--- src/rtl/pp_dma_pkg.sv ---
// pp_dma_pkg: shared constants for the ping-pong DMA engine.
//   FSM state encodings (IDLE/RUN/ABORT/FIN) and the word stride used for
//   both the source and destination address pointers.
package pp_dma_pkg;

  localparam logic [1:0] ST_IDLE  = 2'd0;
  localparam logic [1:0] ST_RUN   = 2'd1;
  localparam logic [1:0] ST_ABORT = 2'd2;
  localparam logic [1:0] ST_FIN   = 2'd3;

  localparam logic [31:0] WORD_STRIDE = 32'd4;

endpackage

--- src/rtl/pp_dma_fifo.sv ---
// pp_dma_fifo: synchronous read-data buffer for pp_dma_engine.
//   clk, rst   : clock, asynchronous active-high reset
//   push/wdata : write an entry (accepted when not full, or when popping)
//   pop        : drop the head entry (ignored when empty)
//   flush      : empty the buffer; overrides push/pop
//   head_c     : current head entry
//   next_c     : entry behind the head (valid when count >= 2)
//   full_c     : buffer full
//   empty_c    : buffer empty
//   count      : number of stored entries
module pp_dma_fifo #(
  parameter int unsigned DEPTH = 4,
  parameter int unsigned WIDTH = 32
) (
  input  logic                     clk,
  input  logic                     rst,
  input  logic                     push,
  input  logic                     pop,
  input  logic                     flush,
  input  logic [WIDTH-1:0]         wdata,
  output logic [WIDTH-1:0]         head_c,
  output logic [WIDTH-1:0]         next_c,
  output logic                     full_c,
  output logic                     empty_c,
  output logic [$clog2(DEPTH):0]   count
);

  localparam int unsigned AW = $clog2(DEPTH);
  localparam int unsigned CW = AW + 1;

  logic [WIDTH-1:0] mem_q [DEPTH];
  logic [WIDTH-1:0] mem_d [DEPTH];
  logic [AW-1:0]    wr_ptr_q, wr_ptr_d;
  logic [AW-1:0]    rd_ptr_q, rd_ptr_d;
  logic [CW-1:0]    count_q, count_d;
  logic             do_push_c, do_pop_c;

  // Pointer/count update; a simultaneous push and pop leaves count unchanged.
  always_comb begin
    mem_d     = mem_q;
    wr_ptr_d  = wr_ptr_q;
    rd_ptr_d  = rd_ptr_q;
    count_d   = count_q;
    do_pop_c  = pop && (count_q != '0);
    do_push_c = push && ((count_q != CW'(DEPTH)) || do_pop_c);
    if (flush) begin
      wr_ptr_d = '0;
      rd_ptr_d = '0;
      count_d  = '0;
    end else begin
      if (do_push_c) begin
        mem_d[wr_ptr_q] = wdata;
        wr_ptr_d        = wr_ptr_q + AW'(1);
      end
      if (do_pop_c) begin
        rd_ptr_d = rd_ptr_q + AW'(1);
      end
      count_d = count_q + CW'(do_push_c) - CW'(do_pop_c);
    end
  end

  always_ff @(posedge clk or posedge rst) begin
    if (rst) begin
      for (int i = 0; i < int'(DEPTH); i++) mem_q[i] <= '0;
      wr_ptr_q <= '0;
      rd_ptr_q <= '0;
      count_q  <= '0;
    end else begin
      mem_q    <= mem_d;
      wr_ptr_q <= wr_ptr_d;
      rd_ptr_q <= rd_ptr_d;
      count_q  <= count_d;
    end
  end

  assign head_c  = mem_q[rd_ptr_q];
  assign next_c  = mem_q[rd_ptr_q + AW'(1)];
  assign full_c  = (count_q == CW'(DEPTH));
  assign empty_c = (count_q == '0);
  assign count   = count_q;

endmodule

--- src/rtl/pp_dma_engine.sv ---
// pp_dma_engine: single-channel memory-to-memory DMA with a credit-limited
// read-data buffer.
//   clk, rst          : clock, asynchronous active-high reset
//   SDAddr/SDCounts/DestAddr : source address, word count, destination address
//                       (captured when a transfer starts)
//   DMAEN[0]          : rising edge starts (IDLE only), falling edge aborts
//   rd_req/rd_addr    : source read request, held until rd_gnt
//   rd_valid/rd_data  : in-order read returns
//   wr_req/wr_addr/wr_data : destination write request, held until wr_gnt
//   busy              : RUN or ABORT
//   done              : one-cycle pulse on normal completion
// Optional (`define PP_DMA_IRQ_EN): dma_irq (sticky completion interrupt,
// set on FIN with priority) and irq_clr (clears dma_irq).
module pp_dma_engine
  import pp_dma_pkg::*;
#(
  parameter int unsigned BUF_DEPTH = 4
) (
  input  logic        clk,
  input  logic        rst,
  input  logic [31:0] SDAddr,
  input  logic [31:0] SDCounts,
  input  logic [31:0] DestAddr,
  input  logic [31:0] DMAEN,
  output logic        rd_req,
  output logic [31:0] rd_addr,
  input  logic        rd_gnt,
  input  logic        rd_valid,
  input  logic [31:0] rd_data,
  output logic        wr_req,
  output logic [31:0] wr_addr,
  output logic [31:0] wr_data,
  input  logic        wr_gnt,
  output logic        busy,
  output logic        done
`ifdef PP_DMA_IRQ_EN
  ,
  output logic        dma_irq,
  input  logic        irq_clr
`endif
);

  localparam int unsigned CW = $clog2(BUF_DEPTH) + 1;

  logic [1:0]    state_q, state_d;
  logic          en_prev_q;
  logic [31:0]   rd_addr_q, rd_addr_d;
  logic [31:0]   wr_addr_q, wr_addr_d;
  logic [31:0]   wr_data_q, wr_data_d;
  logic [31:0]   rd_rem_q, rd_rem_d;
  logic [31:0]   wr_rem_q, wr_rem_d;
  logic [CW-1:0] out_q, out_d;
  logic          rd_req_q, rd_req_d;
  logic          wr_req_q, wr_req_d;
  logic          busy_q, busy_d;
  logic          done_q, done_d;

  logic          start_c, rd_fire_c, wr_fire_c, rd_ret_c;
  logic          fifo_push_c, fifo_flush_c;
  logic [CW-1:0] cnt_d;
  logic [31:0]   fifo_head_c, fifo_next_c;
  logic          fifo_full_c, fifo_empty_c;
  logic [CW-1:0] fifo_count;
  logic          dmaen_unused_c;

  pp_dma_fifo #(
    .DEPTH (BUF_DEPTH),
    .WIDTH (32)
  ) u_fifo (
    .clk     (clk),
    .rst     (rst),
    .push    (fifo_push_c),
    .pop     (wr_fire_c),
    .flush   (fifo_flush_c),
    .wdata   (rd_data),
    .head_c  (fifo_head_c),
    .next_c  (fifo_next_c),
    .full_c  (fifo_full_c),
    .empty_c (fifo_empty_c),
    .count   (fifo_count)
  );

  // Next-state, counters, pointers and registered outputs.
  always_comb begin
    state_d   = state_q;
    rd_addr_d = rd_addr_q;
    wr_addr_d = wr_addr_q;
    wr_data_d = wr_data_q;
    rd_rem_d  = rd_rem_q;
    wr_rem_d  = wr_rem_q;

    dmaen_unused_c = ^DMAEN[31:1];
    start_c      = DMAEN[0] && !en_prev_q;
    rd_fire_c    = rd_req_q && rd_gnt;
    wr_fire_c    = wr_req_q && wr_gnt;
    rd_ret_c     = rd_valid && (out_q != '0);
    // Returns arriving outside RUN (i.e. while aborting) are dropped.
    fifo_push_c  = rd_valid && (state_q == ST_RUN) && (!fifo_full_c || wr_fire_c);
    fifo_flush_c = (state_q == ST_ABORT);

    out_d = out_q + CW'(rd_fire_c) - CW'(rd_ret_c);
    cnt_d = fifo_count + CW'(fifo_push_c) - CW'(wr_fire_c);
    if (fifo_flush_c) cnt_d = '0;

    // wr_data tracks what the buffer head will be after this edge.
    if (wr_fire_c) begin
      if (fifo_count > CW'(1))  wr_data_d = fifo_next_c;
      else if (fifo_push_c)     wr_data_d = rd_data;
    end else if (fifo_empty_c && fifo_push_c) begin
      wr_data_d = rd_data;
    end

    case (state_q)
      ST_IDLE: begin
        if (start_c) begin
          rd_addr_d = SDAddr;
          wr_addr_d = DestAddr;
          rd_rem_d  = SDCounts;
          wr_rem_d  = SDCounts;
          state_d   = (SDCounts == '0) ? ST_FIN : ST_RUN;
        end
      end
      ST_RUN: begin
        if (rd_fire_c) begin
          rd_addr_d = rd_addr_q + WORD_STRIDE;
          rd_rem_d  = rd_rem_q - 32'd1;
        end
        if (wr_fire_c) begin
          wr_addr_d = wr_addr_q + WORD_STRIDE;
          wr_rem_d  = wr_rem_q - 32'd1;
        end
        // Completion of the final write takes precedence over an abort.
        if (wr_fire_c && (wr_rem_q == 32'd1)) state_d = ST_FIN;
        else if (!DMAEN[0])                   state_d = ST_ABORT;
      end
      ST_ABORT: begin
        if (out_d == '0) state_d = ST_IDLE;
      end
      ST_FIN: begin
        state_d = ST_IDLE;
      end
      default: begin
        state_d = ST_IDLE;
      end
    endcase

    // Credit: never have more reads in flight plus buffered than buffer slots.
    rd_req_d = (state_d == ST_RUN) && (rd_rem_d != '0) &&
               ((32'(out_d) + 32'(cnt_d)) < 32'(BUF_DEPTH));
    wr_req_d = (state_d == ST_RUN) && (cnt_d != '0);
    busy_d   = (state_d == ST_RUN) || (state_d == ST_ABORT);
    done_d   = (state_d == ST_FIN);
  end

  always_ff @(posedge clk or posedge rst) begin
    if (rst) begin
      state_q   <= ST_IDLE;
      en_prev_q <= 1'b0;
      rd_addr_q <= '0;
      wr_addr_q <= '0;
      wr_data_q <= '0;
      rd_rem_q  <= '0;
      wr_rem_q  <= '0;
      out_q     <= '0;
      rd_req_q  <= 1'b0;
      wr_req_q  <= 1'b0;
      busy_q    <= 1'b0;
      done_q    <= 1'b0;
    end else begin
      state_q   <= state_d;
      en_prev_q <= DMAEN[0];
      rd_addr_q <= rd_addr_d;
      wr_addr_q <= wr_addr_d;
      wr_data_q <= wr_data_d;
      rd_rem_q  <= rd_rem_d;
      wr_rem_q  <= wr_rem_d;
      out_q     <= out_d;
      rd_req_q  <= rd_req_d;
      wr_req_q  <= wr_req_d;
      busy_q    <= busy_d;
      done_q    <= done_d;
    end
  end

  assign rd_req  = rd_req_q;
  assign rd_addr = rd_addr_q;
  assign wr_req  = wr_req_q;
  assign wr_addr = wr_addr_q;
  assign wr_data = wr_data_q;
  assign busy    = busy_q;
  assign done    = done_q;

`ifdef PP_DMA_IRQ_EN
  logic irq_q, irq_d;

  // Sticky interrupt; a completion in the same cycle as a clear wins.
  always_comb begin
    irq_d = irq_q;
    if (irq_clr)            irq_d = 1'b0;
    if (state_q == ST_FIN)  irq_d = 1'b1;
  end

  always_ff @(posedge clk or posedge rst) begin
    if (rst) irq_q <= 1'b0;
    else     irq_q <= irq_d;
  end

  assign dma_irq = irq_q;
`endif

endmodule

--- config.mk ---
export PLATFORM = sky130hd
export DESIGN_NAME = pp_dma_engine
export DESIGN_NICKNAME = d
export VERILOG_FILES = /design/src/rtl/pp_dma_pkg.sv /design/src/rtl/pp_dma_fifo.sv /design/src/rtl/pp_dma_engine.sv
export SDC_FILE = /design/constraint.sdc
export NUM_CORES = 1
export LEC_CHECK = 0
export BUFFER_PORTS_ARGS = -buffer_cell sky130_fd_sc_hd__buf_4
export CAP_MARGIN = 40
export CORE_ASPECT_RATIO = 0.8
export CORE_MARGIN = 3
export CORE_UTILIZATION = 57
export CTS_CLUSTER_DIAMETER = 120
export DETAILED_ROUTE_END_ITERATION = 6
export GPL_TIMING_DRIVEN = 0
export PLACE_DENSITY = 0.81
export SETUP_SLACK_MARGIN = 0.05
export SLEW_MARGIN = 20
export SYNTH_ARGS = -nofsm -noshare
export SYNTH_HDL_FRONTEND = slang
export SYNTH_SLANG_ARGS = --single-unit
--- constraint.sdc ---
create_clock -name clk -period 13.1 [get_ports clk]
set_clock_uncertainty 0.15 [all_clocks]
set_input_delay 1.31 -clock clk [delete_from_list [all_inputs] [get_ports clk]]
set_output_delay 1.31 -clock clk [all_outputs]
set_load 0.005 [all_outputs]
# Word level (Yosys, flattened, before mapping)
# Cells that the tools add are included.
dict set report word_totals {
  ff_bits 305
  out_inout_bits 100
  word_cells 122
}
dict set report classes {
  addsub 13
  magnitude_cmp 5
  eq_ne 13
  muxes 34
  n_bitwise 3
  n_reduce_logical 35
}
# operator n
set ops {}
lappend ops {{32-bit two-way mux} 15}
lappend ops {{32-bit case mux with 2 select lines} 4}
lappend ops {{128-bit bitwise mux} 1}
lappend ops {{32-bit by 3-bit adder with 32-bit output (second input constant)} 2}
lappend ops {{32-bit binary-select mux with 2-bit select} 1}
lappend ops {{32-bit demux with 2-bit select} 1}
lappend ops {{32-bit by 1-bit subtractor with 32-bit output (second input constant)} 2}
lappend ops {{32-bit by 1-bit == test with 1-bit output (second input constant)} 1}
lappend ops {{32-bit logical NOT} 1}
lappend ops {{32-bit nonzero test} 1}
lappend ops {{2-bit two-way mux} 9}
lappend ops {{1-bit logical AND} 14}
lappend ops {{3-bit by 1-bit adder with 3-bit output} 3}
lappend ops {{3-bit nonzero test} 3}
lappend ops {{3-bit by 1-bit subtractor with 3-bit output} 3}
lappend ops {{2-bit == test (second input constant)} 4}
lappend ops {{2-bit case mux with 4 select lines} 1}
lappend ops {{2-bit nonzero test} 4}
lappend ops {{3-bit greater-or-equal comparator (second input constant)} 2}
lappend ops {{3-bit logical NOT} 2}
lappend ops {{3-bit two-way mux} 2}
lappend ops {{2-bit inverter with 3-bit output} 2}
lappend ops {{3-bit AND reduction} 2}
lappend ops {{2-bit by 1-bit adder with 2-bit output (second input constant)} 2}
lappend ops {{other kinds (15)} 21}

# Longest topological paths before layout
# Gate-level depths: netlist of the first run.
dict set report depth {
  depth_word 10
  depth_mapped 17
  ltp_nobuf 16
}

# Cells and area by module
# From an unflattened synthesis of the first run, not the netlist that was laid out.
dict set report hier_totals {
  cells_unflattened 1618
  area_unflattened_um2 17349.1
}
# mod instances cells_per_inst area_per_inst_um2 seq_area_each_um2
set by_module_without_submodules {}
lappend by_module_without_submodules {pp_dma_engine 1 1219 10223.6 4254.1}
lappend by_module_without_submodules {pp_dma_fifo 1 399 7125.6 3378.2}

# Worst setup path after synthesis of the first run
# OpenSTA, ideal clock, no wires.
dict set report synth_path {
  path_kind {input -> register}
  startpoint {input port rd_gnt}
  endpoint {register rd_req_q, in the netlist rd_req}
  setup_ns 0.082
  arrival_ns 3.953
  path_slack_ns 8.915
  cell_stages 17
  n_path_buf 1
  path_cell_list {and2_1 -> clkbuf_8 -> inv_2 -> ha_1 -> inv_1 -> ha_1 -> inv_1 -> fa_1 -> xnor2_1 -> xnor2_1 -> o31a_1 -> a211o_1 -> inv_1 -> ha_1 -> nor4b_1 -> o21ai_0 -> a31oi_1}
}
dict set report synth_between {
  elab_chain_len 9
  word_cells_on_any_way 14
  classes_between {3 x add/sub; 1 x order compare; 1 x eq/ne; 4 x mux; 5 x reduce/logical}
}
# item line_no
set synth_rtl {}
lappend synth_rtl {{start, declared} pp_dma_engine.sv:27} ;# input logic rd_gnt,
lappend synth_rtl {{1-bit logical AND} pp_dma_engine.sv:94} ;# rd_fire_c = rd_req_q && rd_gnt;
lappend synth_rtl {{3-bit by 1-bit adder with 3-bit output} pp_dma_engine.sv:101} ;# out_d = out_q + CW'(rd_fire_c) - CW'(rd_ret_c);
lappend synth_rtl {{3-bit by 1-bit subtractor with 3-bit output} pp_dma_engine.sv:101}
lappend synth_rtl {{named net out_d[2]} pp_dma_engine.sv:52} ;# logic [CW-1:0] out_q, out_d;
lappend synth_rtl {{3-bit logical NOT} pp_dma_engine.sv:137} ;# if (out_d == '0) state_d = ST_IDLE;
lappend synth_rtl {{2-bit two-way mux} pp_dma_engine.sv:137}
lappend synth_rtl {{2-bit case mux with 4 select lines} pp_dma_engine.sv:113} ;# case (state_q)
lappend synth_rtl {{named net state_d[1]} pp_dma_engine.sv:45} ;# logic [1:0] state_q, state_d;
lappend synth_rtl {{2-bit by 1-bit == test with 1-bit output} pp_dma_engine.sv:148} ;# rd_req_d = (state_d == ST_RUN) && (rd_rem_d != '0) &&
lappend synth_rtl {{1-bit logical AND (2 in a row)} pp_dma_engine.sv:148}
lappend synth_rtl {{named net rd_req_d} pp_dma_engine.sv:53} ;# logic rd_req_q, rd_req_d;
lappend synth_rtl {{end signal, assigned} pp_dma_engine.sv:178} ;# rd_req_q <= rd_req_d;
lappend synth_rtl {{end, declared} pp_dma_engine.sv:53}
# The timed path passes the listed nets, and every way through them passes these cells.
# A chain may end at the register's enable or synchronous reset.

# Worst setup path after layout of the first run
# Same ends and word-level chain as after synthesis.

==> flow_summary.json, run 1 <==
{
  "cts_sinks": 305,
  "ff_latch_area_sq_mm": 0.00763,
  "gp_congestion": 0.992,
  "synthesis.nets": 1754,
  "power.leakage_uw": 0.00849,
  "crit_end": "rd_req",
  "post_cts_resized": 0,
  "relSlewSlack": 0.355,
  "avgSynthCellArea_sq_um": 10.3,
  "rsz0062_at_grt": "no",
  "cts_tree": "built",
  "die_w_um": 194,
  "fin_crit_sh": 0.331,
  "antenna_found_initial": 0,
  "startpoint_type": "primary input",
  "finalNonFillerCells": 2236,
  "final-hold-violation-count": 0,
  "yosys_register_bits": 305,
  "drc": 0,
  "maxCapViolCount": 0,
  "io_pins": 265,
  "clock_latency_ps": 520,
  "cts_root_buf": "clkbuf_16",
  "timing.rr.start": "rd_req",
  "holdBufCountCts": 0,
  "rr_endpoint": "rd_req",
  "netlist_instances": 1565,
  "timing.fmax_ghz": 0.230,
  "area_delta_synth_final_pct": 21.8,
  "clk_pin_slew_worst_paths_ps": 60,
  "place_inst": 2171,
  "fillCellCount": 2048,
  "cts_setup_buffers": 0,
  "routed-via-count": 14700,
  "antenna_left": 0,
  "synth.cell_area_sq_mm": 0.0161,
  "synthMuxAreaShare": 0.158,
  "fin_crit_ps": 4340,
  "critPathLaunch": "rd_gnt",
  "core_sq_mm": 0.0275,
  "post_drt_via_cell_ratio": 6.57,
  "worst_slew_pin_slew_ps": 943,
  "synthAdderAreaFrac": 0.0201,
  "multiInputGateArea_sq_mm": 0.00791,
  "synthSimpleGateAreaFrac": 0.156,
  "cts_made_buffers": 34,
  "firstDrtPassIters": 6,
  "layout-drive-gt1-share": 0.274,
  "grt-ovfl-total": 0,
  "r2r_slack_ps": 9130,
  "synth_cell_type_count": 87,
  "slew_viol_final": 0,
  "required_ps": 13390,
  "ys.flop_type": "dfrtp_1",
  "hold_path.class": "register to register",
  "synth-edff-count": 0,
  "ctsLongestPathBuffers": 3,
  "diodes": 0,
  "ctsHtreeMaxLevel": 2,
  "dpl.hpwl_mm": 37.2,
  "final_util": 0.713,
  "fin_nets": 2035,
  "grt_max_degree": 98,
  "ys_warn_count": 0,
  "synth_top_family_by_area": "multiplexers",
  "drtIter0Drc": 1704,
  "critPathMaxFanout": 9,
  "async_reset_ff_frac": 1.00,
  "initial_core_util": 0.585,
  "synth_xor_area_frac": 0.00436,
  "endpoint_kind": "register",
  "reg2reg_depth": 17,
  "peakVddDrop_v": 0.000144,
  "worstSetupPathType": "primary input to register",
  "rows": 54,
  "wl_per_cell_um": 23.3,
  "status": "complete, no violations",
  "grt_pass1_wl_mm": 81.8,
  "ys_seq_area_frac": 0.475,
  "grt.total_usage": 0.340,
  "die_y_um": 156,
  "routed_wl_mm": 52.0,
  "synth_compound_area_frac": 0.153,
  "die_area_sq_mm": 0.0303,
  "powerDensity_mw_per_mm2": 235,
  "crit_arrival_ps": 4630,
  "grt_pass1_vias": 14600,
  "portBuffers": 233,
  "finalSetupViolCount": 0,
  "finalPower_uw": 4610
}
-- through the flow --
step | hold WS (ps) | cell area (sq um) | setup WS (ps) | TNS, ps
floorplan | 312 | 16100 | 3210 | 0
global placement | 311 | 18300 | -175 | -46250
finish | 326 | 19600 | 8760 | 0
global route | 353 | 19600 | 8520 | 0
detailed placement | 314 | 18400 | 8260 | 0
CTS | 329 | 19600 | 8750 | 0
-- cell type report --
class | count | share of cell area
Multi-Input combinational cell | 1136 | 0.403
Timing Repair Buffer | 245 | 0.0974
Buffer | 94 | 0.0221
Clock buffer | 47 | 0.0511
Tap cell | 364 | 0.0232
Sequential cell | 305 | 0.390
Inverter | 30 | 0.00613
Clock inverter | 15 | 0.00709
-- state kept, by name, summed over array words and instances, names as in the netlist, 3 cells and up --
signal and cells:
out_q 3, rd_addr 32, rd_rem_q 32, u_fifo.count 3
u_fifo.mem_q 128, wr_addr 32, wr_data 32, wr_rem_q 32
-- routing by layer --
layer / vias to the layer above / track usage / wire length, um
met3: 140 / 0.0844 / 5680
met4: 0 / 0.112 / 1580
li1: 6376 / - / -
met5: - / 0 / 0
met1: 7289 / 0.492 / 21700
met2: 881 / 0.510 / 23000
-- how the worst min path moves through the flow --
stage           startpoint           to  slack [ps]  cells after the start
5_1_grt         rd_addr[0]   rd_addr[0]         350                      2
4_1_cts         wr_addr[1]   wr_addr[1]         330                      2
2_1_floorplan  wr_rem_q[6]  wr_rem_q[6]         310                      2
3_5_place_dp    wr_addr[1]   wr_addr[1]         310                      2
3_3_place_gp   wr_data[25]  wr_data[25]         310                      2
6_report        wr_addr[1]   wr_addr[1]         330                      2
-- critical path, cell delays in order --
cell and delay [ps]:
buf_4 140, and2_1 140, clkbuf_8 160, inv_2 230, ha_1 280, inv_1 60
ha_1 130, inv_1 40, fa_1 380, xnor2_1 150, xnor2_1 170, o31a_1 250
a211o_1 290, inv_1 80, ha_1 180, nor4b_1 250, o21ai_0 190, a31oi_1 170
-- synth_stat cells, types with 4 or more instances --
library cell    n  area [sq um]
a21oi_1       138           691
a22o_1          4          35.0
o32ai_1         5          43.8
or4_1           7          52.6
nor2b_1         5          31.3
mux2i_1        38           380
and4_1          4          35.0
o21ai_0       114           571
a21o_1          6          45.0
nor2_1        105           394
nand2b_1        7          43.8
clkbuf_8        7          96.3
a2bb2oi_1       5          43.8
a211o_1         4          35.0
a221o_1         4          40.0
buf_1          19          71.3
inv_1          28           105
or3_1          13          81.3
nor3b_1         4          30.0
mux2_2        128          1440
o211ai_1        6          45.0
o22a_2          4          40.0
nand4_1        18           113
xnor2_1         5          43.8
dfrtp_1       305          7630
nand3_1        39           195
a22oi_1        13          97.6
a31oi_1        19           119
o31ai_1         5          37.5
o22ai_1        38           238
or4_4           5          56.3
mux4_2         32           721
and3_1         11          68.8
nor4_1         30           188
o22a_1          9          78.8
or2_2           5          31.3
nand2_1       171           642
nor3_1         42           210
ha_1           21           263
o21a_1          4          30.0
and2_1          5          31.3
clkbuf_1       65           244
-- kinds of logic (layout without fill, tap and decap cells) --
kind of cell / Yosys count / count (layout)
AO/OA/AOI/OAI: 407 / 407
adder cells (fa/ha/maj): 24 / 24
AND/OR/NAND/NOR: 499 / 499
multiplexers: 198 / 198
XOR/XNOR: 8 / 8
flip-flops: 305 / 305
buffers and inverters: 124 / 431
-- cells in the final DEF (no fill, tap or decap), drive strengths merged, types with 13 or more instances in the layout --
cell type	instances
a21oi	138
a22oi	13
a31oi	19
buf	264
clkbuf	121
dfrtp	305
ha	21
inv	30
mux2	128
mux2i	38
mux4	32
nand2	171
nand3	40
nand4	19
nor2	106
nor3	46
nor4	35
o21ai	116
o22a	13
o22ai	38
or3	13
-- report_power, final --
group          total, uW  internal [uW]  switching, uW
logic               1910            849           1060
registers           1740           1350            384
clock network        968            561            407
(Power assumes the default switching activity.)
==> inputs of run 2 (changes only) <==
Clock period 13.1 ns to 4.3 ns, I/O delays scaled along.
==> run 2 against run 1 <==
  * Clock-buffer cell count grew 1
  * Register-to-register slack lost 8800 ps
  * First-iteration DRC count shrank 12%
  * Highest routed layer is now met5
  * Combinational power grew to 3.1 times the previous value
  * Die area is the same
  * Core utilization grew 1.4 points
==> flow_summary.json, run 2 (synthesis results as in run 1) <==
{
  "status": "complete, no violations",
  "post_drt_via_cell_ratio": 6.58,
  "area_delta_synth_final_pct": 24.2,
  "worst_slew_pin_slew_ps": 902,
  "portBuffers": 233,
  "multiInputGateArea_sq_mm": 0.00791,
  "clk_pin_slew_worst_paths_ps": 60,
  "cts_made_buffers": 31,
  "dpl.hpwl_mm": 37.3,
  "crit_arrival_ps": 4260,
  "die_w_um": 194,
  "routed-via-count": 15000,
  "fin_crit_ps": 3940,
  "ff_latch_area_sq_mm": 0.00763,
  "drc": 0,
  "finalSetupViolCount": 0,
  "critPathMaxFanout": 9,
  "die_area_sq_mm": 0.0303,
  "crit_chain": "and2_1 -> clkbuf_8 -> inv_2 -> ha_1 -> inv_1 -> ha_1 -> inv_1 -> fa_1 -> xnor2_1 -> xnor2_1 -> o31a_1 -> a211o_1 -> inv_1 -> ha_1 -> nor4b_1 -> o21ai_0 -> a31oi_1",
  "wl_per_cell_um": 23.2,
  "ctsHtreeMaxLevel": 1,
  "required_ps": 4620,
  "peakVddDrop_v": 0.000430,
  "cpMaxStageDelayCell": "dfrtp_1",
  "initial_core_util": 0.585,
  "die_y_um": 156,
  "pre_cts_slack_ps": 382,
  "worstSetupPathType": "register to register",
  "antenna_left": 0,
  "ctsLongestPathBuffers": 3,
  "min_from": "rd_data[22]",
  "cpPeakStageDelay_ps": 470,
  "hold_path.class": "primary input to register",
  "whs_endpoint": "u_fifo.mem_q[118]",
  "largest_register_ffs": 128,
  "grt-ovfl-total": 0,
  "timing.rr.start": "rd_req",
  "routed_wl_mm": 52.8,
  "regMostFlops": "u_fifo.mem_q",
  "fillCellCount": 1919,
  "antenna_found_initial": 1,
  "r2r_slack_ps": 360,
  "fin_crit_sh": 0.917,
  "rows": 54,
  "grt_pass1_vias": 14900,
  "post_cts_resized": 0,
  "reg2reg_depth": 17,
  "cts_sinks": 305,
  "layout-drive-gt1-share": 0.266,
  "worstHoldPathCells": 2,
  "final_common_cell": "dfrtp_1",
  "endpoint_kind": "register",
  "cts_root_buf": "clkbuf_16",
  "relSlewSlack": 0.399,
  "final-hold-violation-count": 0,
  "startpoint_type": "register",
  "diodes": 0,
  "grt_max_degree": 36,
  "layout_common_cells": "dfrtp_1, buf_4, nand2_1",
  "rr_endpoint": "rd_req",
  "grt.total_usage": 0.341,
  "fin_nets": 2076,
  "clock_latency_ps": 560,
  "powerDensity_mw_per_mm2": 699,
  "timing.fmax_ghz": 0.254,
  "rsz0062_at_grt": "no",
  "cts_setup_buffers": 0,
  "whs_ps": 14.3,
  "slew_viol_final": 0,
  "power.leakage_uw": 0.00863,
  "io_pins": 265,
  "gp_congestion": 0.964,
  "cts_tree": "built",
  "core_sq_mm": 0.0275,
  "firstDrtPassIters": 6,
  "drtIter0Drc": 1503,
  "maxCapViolCount": 0,
  "grt_pass1_wl_mm": 82.6,
  "worst_slack_ps": 358
}
-- run 2: cell types whose count changed in the layout (fill, tap and decap cells not counted), sizes merged --
cell         before  now
inv              30   28
clkinv           12    4
buf             264  273
dlygate4sd3       0   35
clkbuf          121  122
bufinv            1    3
clkinvlp          2    4
-- run 2: layout make-up --
type,count,share of cell area
Timing Repair Buffer,289,0.120
Inverter,30,0.00583
Multi-Input combinational cell,1136,0.396
Sequential cell,305,0.382
Clock buffer,48,0.0451
Tap cell,364,0.0228
Buffer,94,0.0217
Clock inverter,9,0.00639
-- run 2: worst max-delay path, delay by kind of cell (launching register included) --
family,cells,cell delay (ps)
adder cells (fa/ha/maj),4,960
buffers and inverters,5,580
AND/OR/NAND/NOR,2,430
flip-flops,1,470
AO/OA/AOI/OAI,4,930
XOR/XNOR,2,320
-- run 2: how the worst max path moves through the flow --
stage,from,to
3_5_place_dp,rd_gnt,rd_req
4_1_cts,rd_req,rd_req
5_1_grt,rd_req,rd_req
3_3_place_gp,rst,wr_data[3]
6_report,rd_req,rd_req
2_1_floorplan,rst,busy
-- run 2: per-stage QoR --
| stage | power, uW | setup TNS [ps] | std cells | area, sq um | util |
|---|---|---|---|---|---|
| after floorplan | 8580 | -102780 | 1565 | 16100 | - |
| after global placement | 10600 | -649580 | 2162 | 18300 | 0.665 |
| after detailed placement | 10900 | 0 | 2178 | 18500 | 0.674 |
| after CTS | 13800 | 0 | 2270 | 19900 | 0.725 |
| after global routing | 14700 | 0 | 2275 | 20000 | 0.726 |
| final | 14000 | 0 | 2275 | 20000 | 0.726 |
-- run 2: power breakdown --
part           switching, uW  leakage, uW  internal [uW]
sequential              1190      0.00376           4130
clock                   1150     0.000493           1610
combinational           3250      0.00438           2620
-- run 2: what timing repair did --
item | 4_1_cts | 5_1_grt
hold buffers | 35 | 0
endpoints found under the setup margin | 0 | 0
hold endpoints to repair | 115 | 0
-- run 2: routing by layer --
layer,track usage,share of wire,vias up
met5,0.0108,0.00095,-
li1,-,-,6471
met2,0.517,0.44,1000
met4,0.128,0.041,2
met1,0.485,0.41,7305
met3,0.0779,0.11,197
==> inputs of run 3 (changes only) <==
Settings changed: BUFFER_PORTS_ARGS -buffer_cell sky130_fd_sc_hd__buf_4 to -buffer_cell sky130_fd_sc_hd__clkbuf_2.
==> run 3 against run 2 <==
  * The run now ends with DRC left
  * Clock power rose by 3%
  * Non-clock buffer count fell by 14
  * Via count fell by 1.3%
  * Wire length fell by 1.8%
  * Die area did not move
  * Register-to-register slack got worse by 20 ps
  * Sequential power barely moved
  * Largest power group unchanged
==> flow_summary.json, run 3 (synthesis results as in run 1) <==
{
  "fin_crit_ps": 3970,
  "cts_root_buf": "clkbuf_16",
  "drc": 1,
  "die_area_sq_mm": 0.0303,
  "busiest_layer": "met2",
  "timing.rr.start": "rd_req",
  "wl_per_cell_um": 23.0,
  "fin_crit_sh": 0.922,
  "multiInputGateArea_sq_mm": 0.00791,
  "core_sq_mm": 0.0275,
  "area_delta_synth_final_pct": 19.9,
  "final-hold-violation-count": 0,
  "swShare": 0.406,
  "p_int_uw": 8150,
  "layout-drive-gt1-share": 0.270,
  "finalSetupViolCount": 0,
  "clk_pin_slew_worst_paths_ps": 60,
  "endpoint_kind": "register",
  "diodes": 0,
  "rows": 54,
  "grt_max_degree": 36,
  "power.leakage_uw": 0.00845,
  "gp_congestion": 0.976,
  "final_common_cell": "dfrtp_1",
  "rsz0062_at_grt": "no",
  "largest_register_ffs": 128,
  "io_pins": 265,
  "startpoint_type": "register",
  "portBuffers": 233,
  "peakVddDrop_v": 0.000422,
  "ctsHtreeMaxLevel": 1,
  "crit_arrival_ps": 4300,
  "clock_latency_ps": 570,
  "clock_power_share": 0.207,
  "maxCapViolCount": 0,
  "layout_common_cells": "dfrtp_1, clkbuf_2, nand2_1",
  "antenna_found_initial": 1,
  "relSlewSlack": 0.369,
  "fillCellCount": 2011,
  "seqPwrFrac": 0.386,
  "critPathLaunch": "rd_req",
  "powerDensity_mw_per_mm2": 712,
  "die_w_um": 194,
  "slew_viol_final": 0,
  "ff_latch_area_sq_mm": 0.00763,
  "p_sw_uw": 5580,
  "grt_pass1_vias": 14700,
  "cts_setup_buffers": 0,
  "worst_slew_pin_slew_ps": 923,
  "dpl.hpwl_mm": 37.1,
  "fin_tns_setup_ps": 0,
  "cts_tree": "built",
  "die_y_um": 156,
  "cts_sinks": 305,
  "initial_core_util": 0.585,
  "routed-via-count": 14800,
  "timing.fmax_ghz": 0.252,
  "comb_power_share": 0.407,
  "min_from": "rd_data[29]",
  "finalPower_uw": 13700,
  "global_route.usage.met3": 0.0839,
  "required_ps": 4630,
  "status": "complete, but fails checks",
  "violations": "DRC",
  "post_drt_via_cell_ratio": 6.54,
  "fin_nets": 2062,
  "critPathMaxFanout": 9,
  "antenna_left": 0,
  "cts_made_buffers": 31,
  "grt_util_met1": 0.480,
  "grtUsageMet2": 0.511,
  "worstSetupPathType": "register to register",
  "grt-ovfl-total": 0,
  "grt.total_usage": 0.338,
  "firstDrtPassIters": 7,
  "regMostFlops": "u_fifo.mem_q",
  "grt_pass1_wl_mm": 81.5,
  "drtIter0Drc": 1737,
  "hold_path.class": "primary input to register",
  "routed_wl_mm": 51.9,
  "ctsLongestPathBuffers": 3
}
run 3: layout make-up:
type	count	area share
multi-input cells	1136	0.410
clock buffers	41	0.0432
repair buffers	275	0.0880
inverters	30	0.00610
flip-flops and latches	305	0.396
clock inverters	16	0.0111
plain buffers	94	0.0224
well taps	364	0.0236
run 3: path summary, 6_finish.rpt:
check                                     to  slack, ps  depth (start not counted)
max                                   rd_req        330                         17
min                        u_fifo.mem_q[125]         10                          2
max reg2reg                           rd_req        330                         17
min reg2reg                       wr_data[1]        330                          2
max in group asynchronous    u_fifo.mem_q[7]       2850                          6
min in group asynchronous       rd_rem_q[15]        210                          3
run 3: stage by stage:
step	cells	instance area [sq um]	utilization	worst slack, ps	hold WS (ps)
final	2261	19300	0.701	335	13.9
after global routing	2261	19300	0.701	55.1	12.7
after CTS	2257	19200	0.700	299	0.706
after detailed placement	2180	18000	0.654	289	244
after global placement	2162	17700	0.644	-2180	310
after floorplan	1565	16100	-	-337	311
run 3: what timing repair did:
action / CTS / global route
resized for setup: 0 / 2
hold endpoints to repair: 114 / 0
hold buffers: 20 / 0
setup endpoints to repair: 0 / 1
run 3: power groups by stage:
stage	clock, uW	sequential [uW]	combinational (uW)
after floorplan	0	4990	3590
after global placement	0	5180	5160
after detailed placement	0	5250	5410
after CTS	2850	5240	5460
after global routing	2990	5430	6090
final	2840	5300	5590
run 3: critical path: stages, from the launching register on:
cell and delay [ps]:
dfrtp_2 450, and2_1 160, clkbuf_8 170, clkinv_2 210, ha_1 360, inv_1 60
ha_1 150, inv_1 50, fa_1 380, xnor2_1 150, xnor2_1 180, o31a_1 270
a211o_1 320, inv_1 90, ha_1 160, nor4b_1 230, o21ai_0 180, a31oi_1 160
run 3: metal layers:
layer  vias up  routed length [um]
met4         0                2050
met2       928               22800
met5         -                   0
li1       6439                   -
met1      7217               21300
met3       192                5840
